File: config.mk
export PLATFORM = sky130hd
export DESIGN_NAME = mmu_walk_arbiter_flat
export DESIGN_NICKNAME = d
export VERILOG_FILES = /design/src/rtl/mmu_walk_arbiter_pkg.sv /design/src/rtl/mmu_walk_arbiter_if.sv /design/src/rtl/mmu_walk_arbiter_rr_arbiter2.sv /design/src/rtl/mmu_walk_arbiter.sv /design/src/flat_wrapper.sv
export SDC_FILE = /design/constraint.sdc
export NUM_CORES = 1
export LEC_CHECK = 0
export BUFFER_PORTS_ARGS = -buffer_cell sky130_fd_sc_hd__buf_2
export CELL_PAD_IN_SITES_DETAIL_PLACEMENT = 0
export CELL_PAD_IN_SITES_GLOBAL_PLACEMENT = 1
export CORE_ASPECT_RATIO = 1.2
export CORE_MARGIN = 2
export CORE_UTILIZATION = 31
export CTS_CLUSTER_SIZE = 8
export DETAILED_ROUTE_END_ITERATION = 10
export MAX_ROUTING_LAYER = met4
export PLACE_DENSITY_LB_ADDON = 0.1
export SETUP_SLACK_MARGIN = 0.02
export SLEW_MARGIN = 20
export SYNTH_ARGS = -nofsm -noshare
export SYNTH_HDL_FRONTEND = slang
export SYNTH_SLANG_ARGS = --single-unit
File: constraint.sdc
create_clock -name clk -period 4.6 [get_ports clk]
set_input_delay 0.23 -clock clk [delete_from_list [all_inputs] [get_ports clk]]
set_output_delay 0.23 -clock clk [all_outputs]
set_load 0.005 [all_outputs]
File: src/rtl/mmu_walk_arbiter_pkg.sv
// rtl/mmu_walk_arbiter_pkg.sv - shared types for the page-table-walk memory arbiter
package MMUArbStruct;

    localparam int ADDR_WIDTH_DEF = 64;
    localparam int DATA_WIDTH_DEF = 64;

    typedef enum logic [1:0] {
        IDLE = 2'd0,
        ADDR = 2'd1,
        DATA = 2'd2,
        RESP = 2'd3
    } arb_state_t;

    typedef logic req_id_t;

    localparam req_id_t REQ_IMMU = 1'b0;
    localparam req_id_t REQ_DMMU = 1'b1;

endpackage

File: src/rtl/mmu_walk_arbiter_if.sv
// rtl/mmu_walk_arbiter_if.sv - requester and memory-side signals of the walk arbiter
interface mmu_walk_arbiter_if #(
    parameter int ADDR_WIDTH = 64,
    parameter int DATA_WIDTH = 64
);
    logic                  immu_ren;
    logic [ADDR_WIDTH-1:0] immu_address;
    logic [DATA_WIDTH-1:0] immu_rdata;
    logic                  immu_stall;
    logic                  dmmu_ren;
    logic [ADDR_WIDTH-1:0] dmmu_address;
    logic [DATA_WIDTH-1:0] dmmu_rdata;
    logic                  dmmu_stall;
    logic                  mem_ar_valid;
    logic                  mem_ar_ready;
    logic [ADDR_WIDTH-1:0] mem_araddr;
    logic                  mem_r_valid;
    logic                  mem_r_ready;
    logic [DATA_WIDTH-1:0] mem_rdata;

    // Arbiter view: serves the two MMUs and masters the memory channel.
    modport slave (
        input  immu_ren, immu_address, dmmu_ren, dmmu_address,
        input  mem_ar_ready, mem_r_valid, mem_rdata,
        output immu_rdata, immu_stall, dmmu_rdata, dmmu_stall,
        output mem_ar_valid, mem_araddr, mem_r_ready
    );

    modport master (
        output immu_ren, immu_address, dmmu_ren, dmmu_address,
        output mem_ar_ready, mem_r_valid, mem_rdata,
        input  immu_rdata, immu_stall, dmmu_rdata, dmmu_stall,
        input  mem_ar_valid, mem_araddr, mem_r_ready
    );
endinterface

File: src/rtl/mmu_walk_arbiter_rr_arbiter2.sv
// rtl/mmu_walk_arbiter_rr_arbiter2.sv - two-way round-robin pick with registered last grant
module rr_arbiter2
    import MMUArbStruct::*;
(
    input  logic       clk,
    input  logic       rstn,
    input  logic [1:0] req_i,
    input  logic       en_i,
    output logic       gnt_valid_o,
    output req_id_t    gnt_id_o
);
    req_id_t last_q;
    req_id_t last_d;

    always_comb begin
        gnt_valid_o = |req_i;
        if (req_i == 2'b11) begin
            gnt_id_o = req_id_t'(~last_q);
        end else if (req_i[1]) begin
            gnt_id_o = REQ_DMMU;
        end else begin
            gnt_id_o = REQ_IMMU;
        end
        last_d = en_i ? gnt_id_o : last_q;
    end

    // Reset to DMMU so the IMMU wins the first tie.
    always_ff @(posedge clk or negedge rstn) begin
        if (!rstn) begin
            last_q <= REQ_DMMU;
        end else begin
            last_q <= last_d;
        end
    end
endmodule

File: src/rtl/mmu_walk_arbiter.sv
// rtl/mmu_walk_arbiter.sv - sequences IMMU/DMMU walk reads onto one single-outstanding read port
module mmu_walk_arbiter
    import MMUArbStruct::*;
#(
    parameter int ADDR_WIDTH = ADDR_WIDTH_DEF,
    parameter int DATA_WIDTH = DATA_WIDTH_DEF
) (
    input  logic               clk,
    input  logic               rstn,
    mmu_walk_arbiter_if.slave  bus
);
    arb_state_t            state_q, state_d;
    req_id_t               owner_q, owner_d;
    logic [ADDR_WIDTH-1:0] addr_q, addr_d;
    logic [DATA_WIDTH-1:0] immu_rdata_q, immu_rdata_d;
    logic [DATA_WIDTH-1:0] dmmu_rdata_q, dmmu_rdata_d;
    logic                  immu_done_q, immu_done_d;
    logic                  dmmu_done_q, dmmu_done_d;

    logic [1:0] req;
    logic       gnt_en;
    logic       gnt_valid;
    req_id_t    gnt_id;
    logic       owner_ren;

    assign req       = {bus.dmmu_ren & ~dmmu_done_q, bus.immu_ren & ~immu_done_q};
    assign owner_ren = (owner_q == REQ_IMMU) ? bus.immu_ren : bus.dmmu_ren;

    rr_arbiter2 u_rr (
        .clk         (clk),
        .rstn        (rstn),
        .req_i       (req),
        .en_i        (gnt_en),
        .gnt_valid_o (gnt_valid),
        .gnt_id_o    (gnt_id)
    );

    always_comb begin
        state_d      = state_q;
        owner_d      = owner_q;
        addr_d       = addr_q;
        immu_rdata_d = immu_rdata_q;
        dmmu_rdata_d = dmmu_rdata_q;
        immu_done_d  = 1'b0;
        dmmu_done_d  = 1'b0;
        gnt_en       = 1'b0;
        case (state_q)
            IDLE: begin
                if (gnt_valid) begin
                    gnt_en  = 1'b1;
                    owner_d = gnt_id;
                    addr_d  = (gnt_id == REQ_IMMU) ? bus.immu_address : bus.dmmu_address;
                    state_d = ADDR;
                end
            end
            ADDR: begin
                if (bus.mem_ar_ready) begin
                    state_d = DATA;
                end
            end
            DATA: begin
                // An owner that dropped ren has aborted: drain the beat but keep old rdata.
                if (bus.mem_r_valid) begin
                    state_d = RESP;
                    if (owner_ren) begin
                        if (owner_q == REQ_IMMU) begin
                            immu_rdata_d = bus.mem_rdata;
                            immu_done_d  = 1'b1;
                        end else begin
                            dmmu_rdata_d = bus.mem_rdata;
                            dmmu_done_d  = 1'b1;
                        end
                    end
                end
            end
            RESP: begin
                state_d = IDLE;
            end
            default: begin
                state_d = IDLE;
            end
        endcase
    end

    always_ff @(posedge clk or negedge rstn) begin
        if (!rstn) begin
            state_q      <= IDLE;
            owner_q      <= REQ_IMMU;
            addr_q       <= '0;
            immu_rdata_q <= '0;
            dmmu_rdata_q <= '0;
            immu_done_q  <= 1'b0;
            dmmu_done_q  <= 1'b0;
        end else begin
            state_q      <= state_d;
            owner_q      <= owner_d;
            addr_q       <= addr_d;
            immu_rdata_q <= immu_rdata_d;
            dmmu_rdata_q <= dmmu_rdata_d;
            immu_done_q  <= immu_done_d;
            dmmu_done_q  <= dmmu_done_d;
        end
    end

    assign bus.mem_ar_valid = (state_q == ADDR);
    assign bus.mem_r_ready  = (state_q == DATA);
    assign bus.mem_araddr   = addr_q;
    assign bus.immu_rdata   = immu_rdata_q;
    assign bus.dmmu_rdata   = dmmu_rdata_q;
    assign bus.immu_stall   = bus.immu_ren & ~immu_done_q;
    assign bus.dmmu_stall   = bus.dmmu_ren & ~dmmu_done_q;
endmodule

File: src/flat_wrapper.sv
// flat-port wrapper written by rule: the top's interface ports become plain ports
module mmu_walk_arbiter_flat import MMUArbStruct::*;
#(
    parameter int ADDR_WIDTH = ADDR_WIDTH_DEF,
    parameter int DATA_WIDTH = DATA_WIDTH_DEF
)
  (clk, rstn, bus_immu_ren, bus_immu_address, bus_dmmu_ren, bus_dmmu_address, bus_mem_ar_ready, bus_mem_r_valid, bus_mem_rdata, bus_immu_rdata, bus_immu_stall, bus_dmmu_rdata, bus_dmmu_stall, bus_mem_ar_valid, bus_mem_araddr, bus_mem_r_ready);
  mmu_walk_arbiter_if #(.ADDR_WIDTH(ADDR_WIDTH), .DATA_WIDTH(DATA_WIDTH)) bus_i ();
  input  logic clk;
  input  logic rstn;
  input wire logic [$bits(bus_i.immu_ren)-1:0] bus_immu_ren;
  input wire logic [$bits(bus_i.immu_address)-1:0] bus_immu_address;
  input wire logic [$bits(bus_i.dmmu_ren)-1:0] bus_dmmu_ren;
  input wire logic [$bits(bus_i.dmmu_address)-1:0] bus_dmmu_address;
  input wire logic [$bits(bus_i.mem_ar_ready)-1:0] bus_mem_ar_ready;
  input wire logic [$bits(bus_i.mem_r_valid)-1:0] bus_mem_r_valid;
  input wire logic [$bits(bus_i.mem_rdata)-1:0] bus_mem_rdata;
  output wire logic [$bits(bus_i.immu_rdata)-1:0] bus_immu_rdata;
  output wire logic [$bits(bus_i.immu_stall)-1:0] bus_immu_stall;
  output wire logic [$bits(bus_i.dmmu_rdata)-1:0] bus_dmmu_rdata;
  output wire logic [$bits(bus_i.dmmu_stall)-1:0] bus_dmmu_stall;
  output wire logic [$bits(bus_i.mem_ar_valid)-1:0] bus_mem_ar_valid;
  output wire logic [$bits(bus_i.mem_araddr)-1:0] bus_mem_araddr;
  output wire logic [$bits(bus_i.mem_r_ready)-1:0] bus_mem_r_ready;
  assign bus_i.immu_ren = bus_immu_ren;
  assign bus_i.immu_address = bus_immu_address;
  assign bus_i.dmmu_ren = bus_dmmu_ren;
  assign bus_i.dmmu_address = bus_dmmu_address;
  assign bus_i.mem_ar_ready = bus_mem_ar_ready;
  assign bus_i.mem_r_valid = bus_mem_r_valid;
  assign bus_i.mem_rdata = bus_mem_rdata;
  assign bus_immu_rdata = bus_i.immu_rdata;
  assign bus_immu_stall = bus_i.immu_stall;
  assign bus_dmmu_rdata = bus_i.dmmu_rdata;
  assign bus_dmmu_stall = bus_i.dmmu_stall;
  assign bus_mem_ar_valid = bus_i.mem_ar_valid;
  assign bus_mem_araddr = bus_i.mem_araddr;
  assign bus_mem_r_ready = bus_i.mem_r_ready;
  mmu_walk_arbiter #(.ADDR_WIDTH(ADDR_WIDTH), .DATA_WIDTH(DATA_WIDTH)) u_core (.clk(clk), .rstn(rstn), .bus(bus_i));
endmodule
* Word level (Yosys, flattened, before mapping) *
Index checks and enable logic that the tools add are counted.

storage, ports and cells
  register bits = 198
  input port bits = 198
  logic and storage cells = 45
  output and inout port bits = 196

cells by class
  equal/unequal tests = 7
  bitwise gates (word level) = 6
  reduce and logical (&&, ||, !) cells = 6
  multiplexer cells = 18

operators with widths
  kind                number
  $mux 64             1
  $mux 1              13
  $pmux 2 s4          1
  $reduce_and 4->1    2
  $eq 2x2->1 const B  3
  $mux 2              3
  $ne 2x2->1 const B  2
  $not 1->1           4
  $reduce_and 3->1    1
  $and 1x1->1         2
  $eq 2x1->1 const B  1
  $logic_not 2->1     1
  $ne 2x1->1 const B  1
  $reduce_and 2->1    1
  $reduce_or 2->1     1

* Longest topological paths before layout *
Gate-level depths: netlist of the first run.

  depth in word-level cells = 5
  depth in mapped cells = 7
  depth with buffers taken out = 5

* Cells and area by module *
From an unflattened synthesis of the first run, not the netlist that was laid out.

unflattened totals
  cell total of the unflattened synthesis = 578
  area, all modules = 8249.2 sq um

by module, submodules not included
  module            sequential area each (sq um)  cells an instance  times used  area each (sq um)
  mmu_walk_arbiter  4929.7                        574                1           8190.4
  rr_arbiter2       26.3                          4                  1           58.8

* Worst setup path before layout of the first run *
OpenSTA, ideal clock, no wires.

  path kind = reg-to-reg
  start = reg u_core.state_q[0]
  end = reg u_core.immu_rdata_q[14], in the netlist u_core.bus.immu_rdata[14]
  data arrival time = 1505 ps
  stages on the path, launching flop included = 7
  period minus slack after synthesis = 1630 ps
  buffers on the path = 2
  setup time = 125 ps
  path slack = 2970 ps
  required time = 4475 ps
  path through = dfrtp_1 inv_1 ha_1 nand4b_1 buf_2 buf_2 mux2_2

on the way
  cells in the longest elaborated chain, start to end = 2

RTL lines
  element                            line                    source
  from (decl)                        mmu_walk_arbiter.sv:12  arb_state_t state_q, state_d;
  from (signal assigned)             mmu_walk_arbiter.sv:95  state_q <= state_d;
  $eq 2x2->1                         --
  named net bus_mem_r_ready          flat_wrapper.sv:24      output wire logic [$bits(bus_i.mem_r_ready)-1:0] bus_mem_r_ready;
  $reduce_and 4->1 (no source line)  --
  to (signal assigned)               mmu_walk_arbiter.sv:98  immu_rdata_q <= immu_rdata_d;
  to (decl)                          mmu_walk_arbiter.sv:15  logic [DATA_WIDTH-1:0] immu_rdata_q, immu_rdata_d;

The timed path passes the listed nets, and every way through them passes these cells.
A chain may end at the register's enable or synchronous reset.

* Final worst setup path of the first run *
  start = reg u_core.dmmu_done_q
  end = reg u_core.addr_q[31], in the netlist u_core.bus.mem_araddr[31]

on the way
  cells in the longest elaborated chain, start to end = 5
  elaborated cells on any way between the ends = 8
  those cells by class = eq/ne: 1; mux: 3; bitwise: 2; reduce/logical: 2

RTL lines
  element                                      line                                                                    source
  from (decl)                                  mmu_walk_arbiter.sv:18                                                  logic dmmu_done_q, dmmu_done_d;
  from (signal assigned)                       mmu_walk_arbiter.sv:101                                                 dmmu_done_q <= dmmu_done_d;
  $not 1->1 *                                  mmu_walk_arbiter.sv:26                                                  assign req = {bus.dmmu_ren & ~dmmu_done_q, bus.immu_ren & ~immu_done_q};
  $and 1x1->1 *                                mmu_walk_arbiter.sv:26
  $eq 2x2->1 / $mux 1 (equally long branches)  mmu_walk_arbiter_rr_arbiter2.sv:17, mmu_walk_arbiter_rr_arbiter2.sv:19
  $mux 1                                       mmu_walk_arbiter_rr_arbiter2.sv:17                                      if (req_i == 2'b11) begin
  $mux 64                                      mmu_walk_arbiter.sv:52                                                  addr_d = (gnt_id == REQ_IMMU) ? bus.immu_address : bus.dmmu_address;
  to (signal assigned)                         mmu_walk_arbiter.sv:97                                                  addr_q <= addr_d;
  to (decl)                                    mmu_walk_arbiter.sv:14                                                  logic [ADDR_WIDTH-1:0] addr_q, addr_d;

Mark *: on every way between the ends. The rest lies on a longest branch, timed or not.

==> metrics.md, run 1 <==
| Metric | Value |
|---|---|
| Critical Path RT | 4.89 ns |
| Min-delay worst type | in -> reg |
| Routed WL | 30,590 um |
| Antenna violations before repair | 13 |
| Layout area overhead | 31.68% |
| Finished Layout Cells | 1,512 |
| I/O pins | 394 |
| Total chip power | 7.450 mW |
| Fin crit share | 53.95% |
| Synth cell types | 27 |
| Most common cell after layout, fill and taps aside | buf_2 |
| Pwr Density | 618.1 nW/um^2 |
| Vias | 7,474 |
| Htree depth | 4 |
| Placed insts | 1,464 |
| Fill count | 2,973 |
| RSZ-0062 raised after global routing | false |
| WL/cell | 20.23 um |
| Post-DP HPWL | 21,050 um |
| Post-route ant nets | 0 |
| Layout Nets | 1,302 |
| Die area | 30,920 sq um |
| P_leak | 6.131 nW |
| Root buffer cell | clkbuf_16 |
| 1st-pass router iterations | 4 |
| Status | complete, no violations |
| Clock transition at the registers of the reported paths | 0.08 ns |
| Global route overflow | 0 |
| Max-Cap Viols | 0 |
| Synth Area in Adders | 0.5467% |
| Initial core utilization | 31.64% |
| Post-CTS setup buffer count | 0 |
| Buffers on Ports | 393 |
| CP endpoint kind | flop |
| Synth Warn # | 0 |
| Synth Area in Compound Gates | 15.54% |
| Layout cells sized above 1 | 52.38% |
| Mapped Cells | 749 |
| Post-route DRC | 0 |
| CP arrival | 2.78 ns |
| Syn avg cell area | 12.22 sq um |
| Gr usage total | 20.26% |
| Fmax | 402.9 MHz |
| Clock Skew | 0.01185 ns |
| Worst-path fanout max | 55 |
| Num CTS Buffers | 17 |
| Area of the mapped netlist | 9154 sq um |
| Max clock buf depth | 2 |
| Core Area | 28,930 sq um |
| FF+latch count, synth | 198 |
| Critical path startpoint category | flop |
| Sink Count | 198 |
| Worst-Skew Late Latency | 0.44 ns |
| Critical setup path kind | reg -> reg |
| Final Setup Violations | 0 |
| Area of placed instances | 11,400 sq um |
| Vias in the first global route | 7,803 |
| XOR/XNOR Fraction of Synth Area | 0% |
| Seq/Total Area, Yosys | 54.14% |
| Cell area after layout | 12,050 sq um |
| Slew Limit Fails | 0 |
| Worst Max-Slew Pin Slew | 0.8750 ns |
| Most frequent cells in the layout | buf_2, dfrtp_1, mux2_2 |
| Iter 0 DRT Violations | 401 |
| Simple-gate area share of the yosys netlist | 6.903% |
| Largest net degree at the start of global routing | 98 |
| Post-synthesis mux area share | 16.22% |
| DR vias/cell | 4.943 |
| First-pass GRT wire length | 46,500 um |
| Rel. slew slack | 41.66% |
| Die Wd | 160.9 um |
| Row count | 68 |
| Die H | 192.2 um |
| Largest family of logic cells by synthesized area | multiplexers |
| Final hold vios | 0 |
| Worst-case vdd ir drop | 241.9 uV |
| Setup TNS | 0 ns |
| Fin crit period | 2.482 ns |
| TritonCTS clock tree | done |
| Routability congestion estimate from global placement | 0.7482 |
| Reg2reg setup slack | 2.12 ns |
| Syn_nets | 951 |
path summary, 6_finish.rpt:
path | start | end | cells past startpoint
worst max-delay path | u_core.dmmu_done_q$_DFF_PN0_ | u_core.bus.mem_araddr[31]$_DFFE_PN0P_ | 5
worst min-delay path | bus_mem_rdata[37] | u_core.bus.immu_rdata[37]$_DFFE_PN0P_ | 2
worst max register to register | u_core.dmmu_done_q$_DFF_PN0_ | u_core.bus.mem_araddr[31]$_DFFE_PN0P_ | 5
worst min register to register | u_core.bus.dmmu_rdata[5]$_DFFE_PN0P_ | u_core.bus.dmmu_rdata[5]$_DFFE_PN0P_ | 1
max in group asynchronous | rstn | u_core.u_rr.last_q$_DFFE_PN1P_ | 3
min in group asynchronous | rstn | u_core.bus.mem_araddr[8]$_DFFE_PN0P_ | 2
synthesized netlist by cell type, drive strengths merged:
| cell type | count | share of area, % |
|---|---|---|
| a221oi | 64 | 6.5 |
| a22oi | 64 | 5.2 |
| a311oi | 1 | 0.16 |
| and3b | 65 | 6.2 |
| buf | 30 | 1.8 |
| clkbuf | 46 | 1.9 |
| dfrtp | 197 | 54 |
| dfstp | 1 | 0.29 |
| ha | 4 | 0.55 |
| inv | 71 | 2.9 |
| mux2 | 131 | 16 |
| mux2i | 1 | 0.11 |
| nand2b | 2 | 0.22 |
| nand3b | 1 | 0.082 |
| nand4 | 1 | 0.068 |
| nand4b | 1 | 0.096 |
| nor2 | 2 | 0.082 |
| nor2b | 2 | 0.14 |
| o21ai | 65 | 3.6 |
stage by stage:
step                hold WS [ns]  util, %  setup WS (ns)
finish                   0.03075    41.67          2.118
global route            0.009341    41.66          1.835
CTS                     0.005229    41.51          1.905
detailed placement        0.3699    39.42          1.834
global placement          0.3788    39.42          1.864
floorplan               -0.06559        -          2.970
per-layer routing:
metal,vias to the layer above,track usage [%],wire (um)
met4,0,6.662,576
met2,280,33.31,15390
met5,-,-,0
li1,3463,-,-
met1,3705,23.58,12230
met3,26,6.521,2395
state kept, by name (all words and copies together), names as in the netlist:
name                   count
u_core.bus.mem_araddr     64
u_core.owner_q             1
u_core.bus.immu_rdata     64
u_core.state_q             2
u_core.immu_done_q         1
u_core.bus.dmmu_rdata     64
u_core.u_rr.last_q         1
u_core.dmmu_done_q         1
cells by family after synthesis:
logic type	Yosys count
AOI/OAI and AO/OA	194
muxes	132
DFF	198
adders and majority gates	4
buffers and inverters	147
and+or+nand+nor	74
worst max-delay path, cell delays in order, from the launching register on:
cell	delay (ns)
dfrtp_2	0.36
nand2b_4	0.47
inv_2	0.10
o21ai_4	0.69
buf_4	0.55
a22oi_1	0.16
cell type report:
class                   instances  area, sq um  share of cell area, %
flip-flops and latches        198         4957                  41.13
clock buffers                  17        425.4                  3.529
clock inverters                15        167.7                  1.391
multi-input cells             404         3601                  29.87
inverters                      71        266.5                  2.211
diodes                         14        35.03                 0.2906
repair buffers                408         2120                  17.58
well taps                     385        481.7                  3.996
power breakdown:
group | leakage (nW) | internal, mW | switching, mW
Sequential | 2.35 | 2.59 | 0.399
Clock | 0.287 | 0.774 | 0.751
Combinational | 3.49 | 1.48 | 1.46
Total | 6.13 | 4.84 | 2.61
timing repair:
| item | CTS | global route |
|---|---|---|
| endpoints found under the setup margin | 0 | 0 |
| gates resized for setup | 0 | 0 |
| hold buffers | 1 | 0 |
| endpoints found under the hold margin | 95 | 0 |
Note: power is estimated with default switching activity, not from simulation.
==> inputs of run 2 (changes only) <==
==> constraint.sdc (replaced) <==
create_clock -name clk -period 2.22 [get_ports clk]
set_input_delay 0.111 -clock clk [delete_from_list [all_inputs] [get_ports clk]]
set_output_delay 0.111 -clock clk [all_outputs]
set_load 0.005 [all_outputs]
==> metrics.md, run 2 (synthesized netlist as in run 1, its figures left out) <==
| Metric | Value |
|---|---|
| Clock Skew | 0.006853 ns (-0.004999 ns) |
| Setup TNS | 0 ns (unchanged) |
| Routed WL | 31,220 um (+2.1%) |
| Initial core utilization | 31.64% (unchanged) |
| Placed insts | 1,473 (+0.61%) |
| Slew Limit Fails | 0 (unchanged) |
| Post-route ant nets | 0 (unchanged) |
| P_leak | 6.739 nW (+9.9%) |
| RSZ-0062 raised after global routing | false |
| I/O pins | 394 (unchanged) |
| Final Setup Violations | 0 (unchanged) |
| Pwr Density | 1171 nW/um^2 (+89%) |
| Htree depth | 4 (unchanged) |
| Antenna violations before repair | 4 (-9) |
| Layout area overhead | 47.07% |
| TritonCTS clock tree | done |
| Fmax | 555.1 MHz (+38%) |
| Max clock buf depth | 2 (unchanged) |
| Final hold vios | 0 (unchanged) |
| First-pass GRT wire length | 47,980 um (+3.2%) |
| Worst-case vdd ir drop | 602.5 uV (+150%) |
| CP endpoint kind | flop |
| Global route overflow | 0 (unchanged) |
| Rel. slew slack | 60.17% (+19 points) |
| CP arrival | 2.12 ns (-0.66 ns) |
| Reg2reg setup slack | 0.42 ns (-1.70 ns) |
| Fin crit period | 1.801 ns (-0.6804 ns) |
| Post-route DRC | 0 (unchanged) |
| R2R cell count | 5 (unchanged) |
| Core Area | 28,930 sq um (unchanged) |
| Hold_buf cts | 128 (+127) |
| Post-DP HPWL | 21,160 um (+0.53%) |
| Critical path startpoint category | flop |
| Layout Nets | 1,437 (+10%) |
| Buffers on Ports | 393 (unchanged) |
| Vias in the first global route | 8,466 (+8.5%) |
| R2R Path End | u_core.bus.immu_rdata[27]$_DFFE_PN0P_ |
| Status | complete, no violations |
| Most common cell after layout, fill and taps aside | buf_2 |
| DP Worst Slack | 0.4040 ns (-1.430 ns) |
| Gr usage total | 20.56% (+0.30 points) |
| WHS Endpoint | u_core.bus.mem_araddr[15]$_DFFE_PN0P_ |
| HP Start | bus_immu_address[15] |
| Most frequent cells in the layout | buf_2, dfrtp_1, mux2_2, dlygate4sd3_1, inv_1 |
| Largest net degree at the start of global routing | 78 (-20%) |
| Iter 0 DRT Violations | 386 (-3.7%) |
| Fin crit share | 81.15% (+27 points) |
| DR vias/cell | 4.886 (-1.2%) |
| Num CTS Buffers | 17 (unchanged) |
| Max-Cap Viols | 0 (unchanged) |
| Total area of sequential cells | 4957 sq um (unchanged) |
| Row count | 68 (unchanged) |
| Worst-Skew Late Latency | 0.44 ns (about the same) |
| Critical Path RT | 2.54 ns (-2.35 ns) |
| Worst Setup SP | u_core.state_q[0]$_DFFE_PN0P_ |
| Fin util | 46.54% (+4.9 points) |
| Die H | 192.2 um (unchanged) |
| WL/cell | 19.06 um (-5.8%) |
| Worst hold stages | 3 (+1) |
| RR Startpoint | u_core.state_q[0]$_DFFE_PN0P_ |
| Critical setup path kind | reg -> reg |
| Routability congestion estimate from global placement | 0.7439 (-0.57%) |
| 1st-pass router iterations | 4 (unchanged) |
| Layout cells sized above 1 | 47.20% (-5.2 points) |
| Fill count | 2,771 (-6.8%) |
| Setup ws final | 0.4185 ns (-1.700 ns) |
| Worst Max-Slew Pin Slew | 0.5975 ns (-0.2775 ns) |
| Root buffer cell | clkbuf_16 |
| Min-delay worst type | in -> reg |
| Die Wd | 160.9 um (unchanged) |
| CTS resizes | 0 (unchanged) |
| Worst-path fanout max | 64 (+16%) |
| Post-CTS setup buffer count | 0 (unchanged) |
| Vias | 8,003 (+7.1%) |
| Clock transition at the registers of the reported paths | 0.07 ns (about the same) |
| Die area | 30,920 sq um (unchanged) |
| Finished Layout Cells | 1,638 (+8.3%) |
| Sink Count | 198 (unchanged) |
| Multi-input gate area | 3601 sq um (unchanged) |
| Hold WS | 0.04479 ns (+0.01404 ns) |
## run 2: cell types whose count changed in the layout (fill, tap and decap cells not counted), sizes merged
cell         delta
buf             +8
diode           -9
clkinv          -3
dlygate4sd3   +127
clkbuf          +3
## run 2: layer usage
metal / vias up / GRT usage (%) / routed length (um)
met5: - / - / 0
met4: 0 / 6.765 / 632
met3: 30 / 5.290 / 2000
met2: 286 / 34.19 / 15700
met1: 3966 / 24.46 / 12890
li1: 3721 / - / -
## run 2: worst max-delay path: stages (launching register included)
cell	delay, ns
dfrtp_1	0.36
inv_1	0.09
ha_1	0.25
nand4b_1	0.18
buf_12	0.33
mux2_2	0.39
## run 2: how the worst max path moves through the flow
stage	to	slack, ns	cells past startpoint
2_1_floorplan	u_core.bus.immu_rdata[14]$_DFFE_PN0P_	0.59	6
3_3_place_gp	u_core.bus.mem_araddr[28]$_DFFE_PN0P_	0.44	6
3_5_place_dp	u_core.bus.mem_araddr[28]$_DFFE_PN0P_	0.40	6
4_1_cts	u_core.bus.mem_araddr[28]$_DFFE_PN0P_	0.38	6
5_1_grt	u_core.bus.mem_araddr[46]$_DFFE_PN0P_	0.21	6
6_report	u_core.bus.immu_rdata[27]$_DFFE_PN0P_	0.42	5
## run 2: where the power goes
part	leakage (nW)	switching (mW)	internal [mW]
clock	0.279	1.52	1.62
sequential	2.35	0.864	5.37
combinational	4.11	3.06	3.33
total	6.74	5.44	10.3
## run 2: layout make-up
cell class                      instances  share of cell area (%)
Tap cell                              385                   3.578
Multi-Input combinational cell        404                   26.75
Inverter                               71                   1.980
Clock buffer                           20                   3.318
Clock inverter                         12                   1.022
Antenna cell                            5                 0.09294
Timing Repair Buffer                  543                   26.44
Sequential cell                       198                   36.82
## run 2: per-stage QoR
step	cell area [sq um]	power, mW
floorplan	9154	9.433
global placement	11580	12.54
detailed placement	11580	12.61
CTS	13450	16.00
global route	13460	16.91
finish	13460	15.76
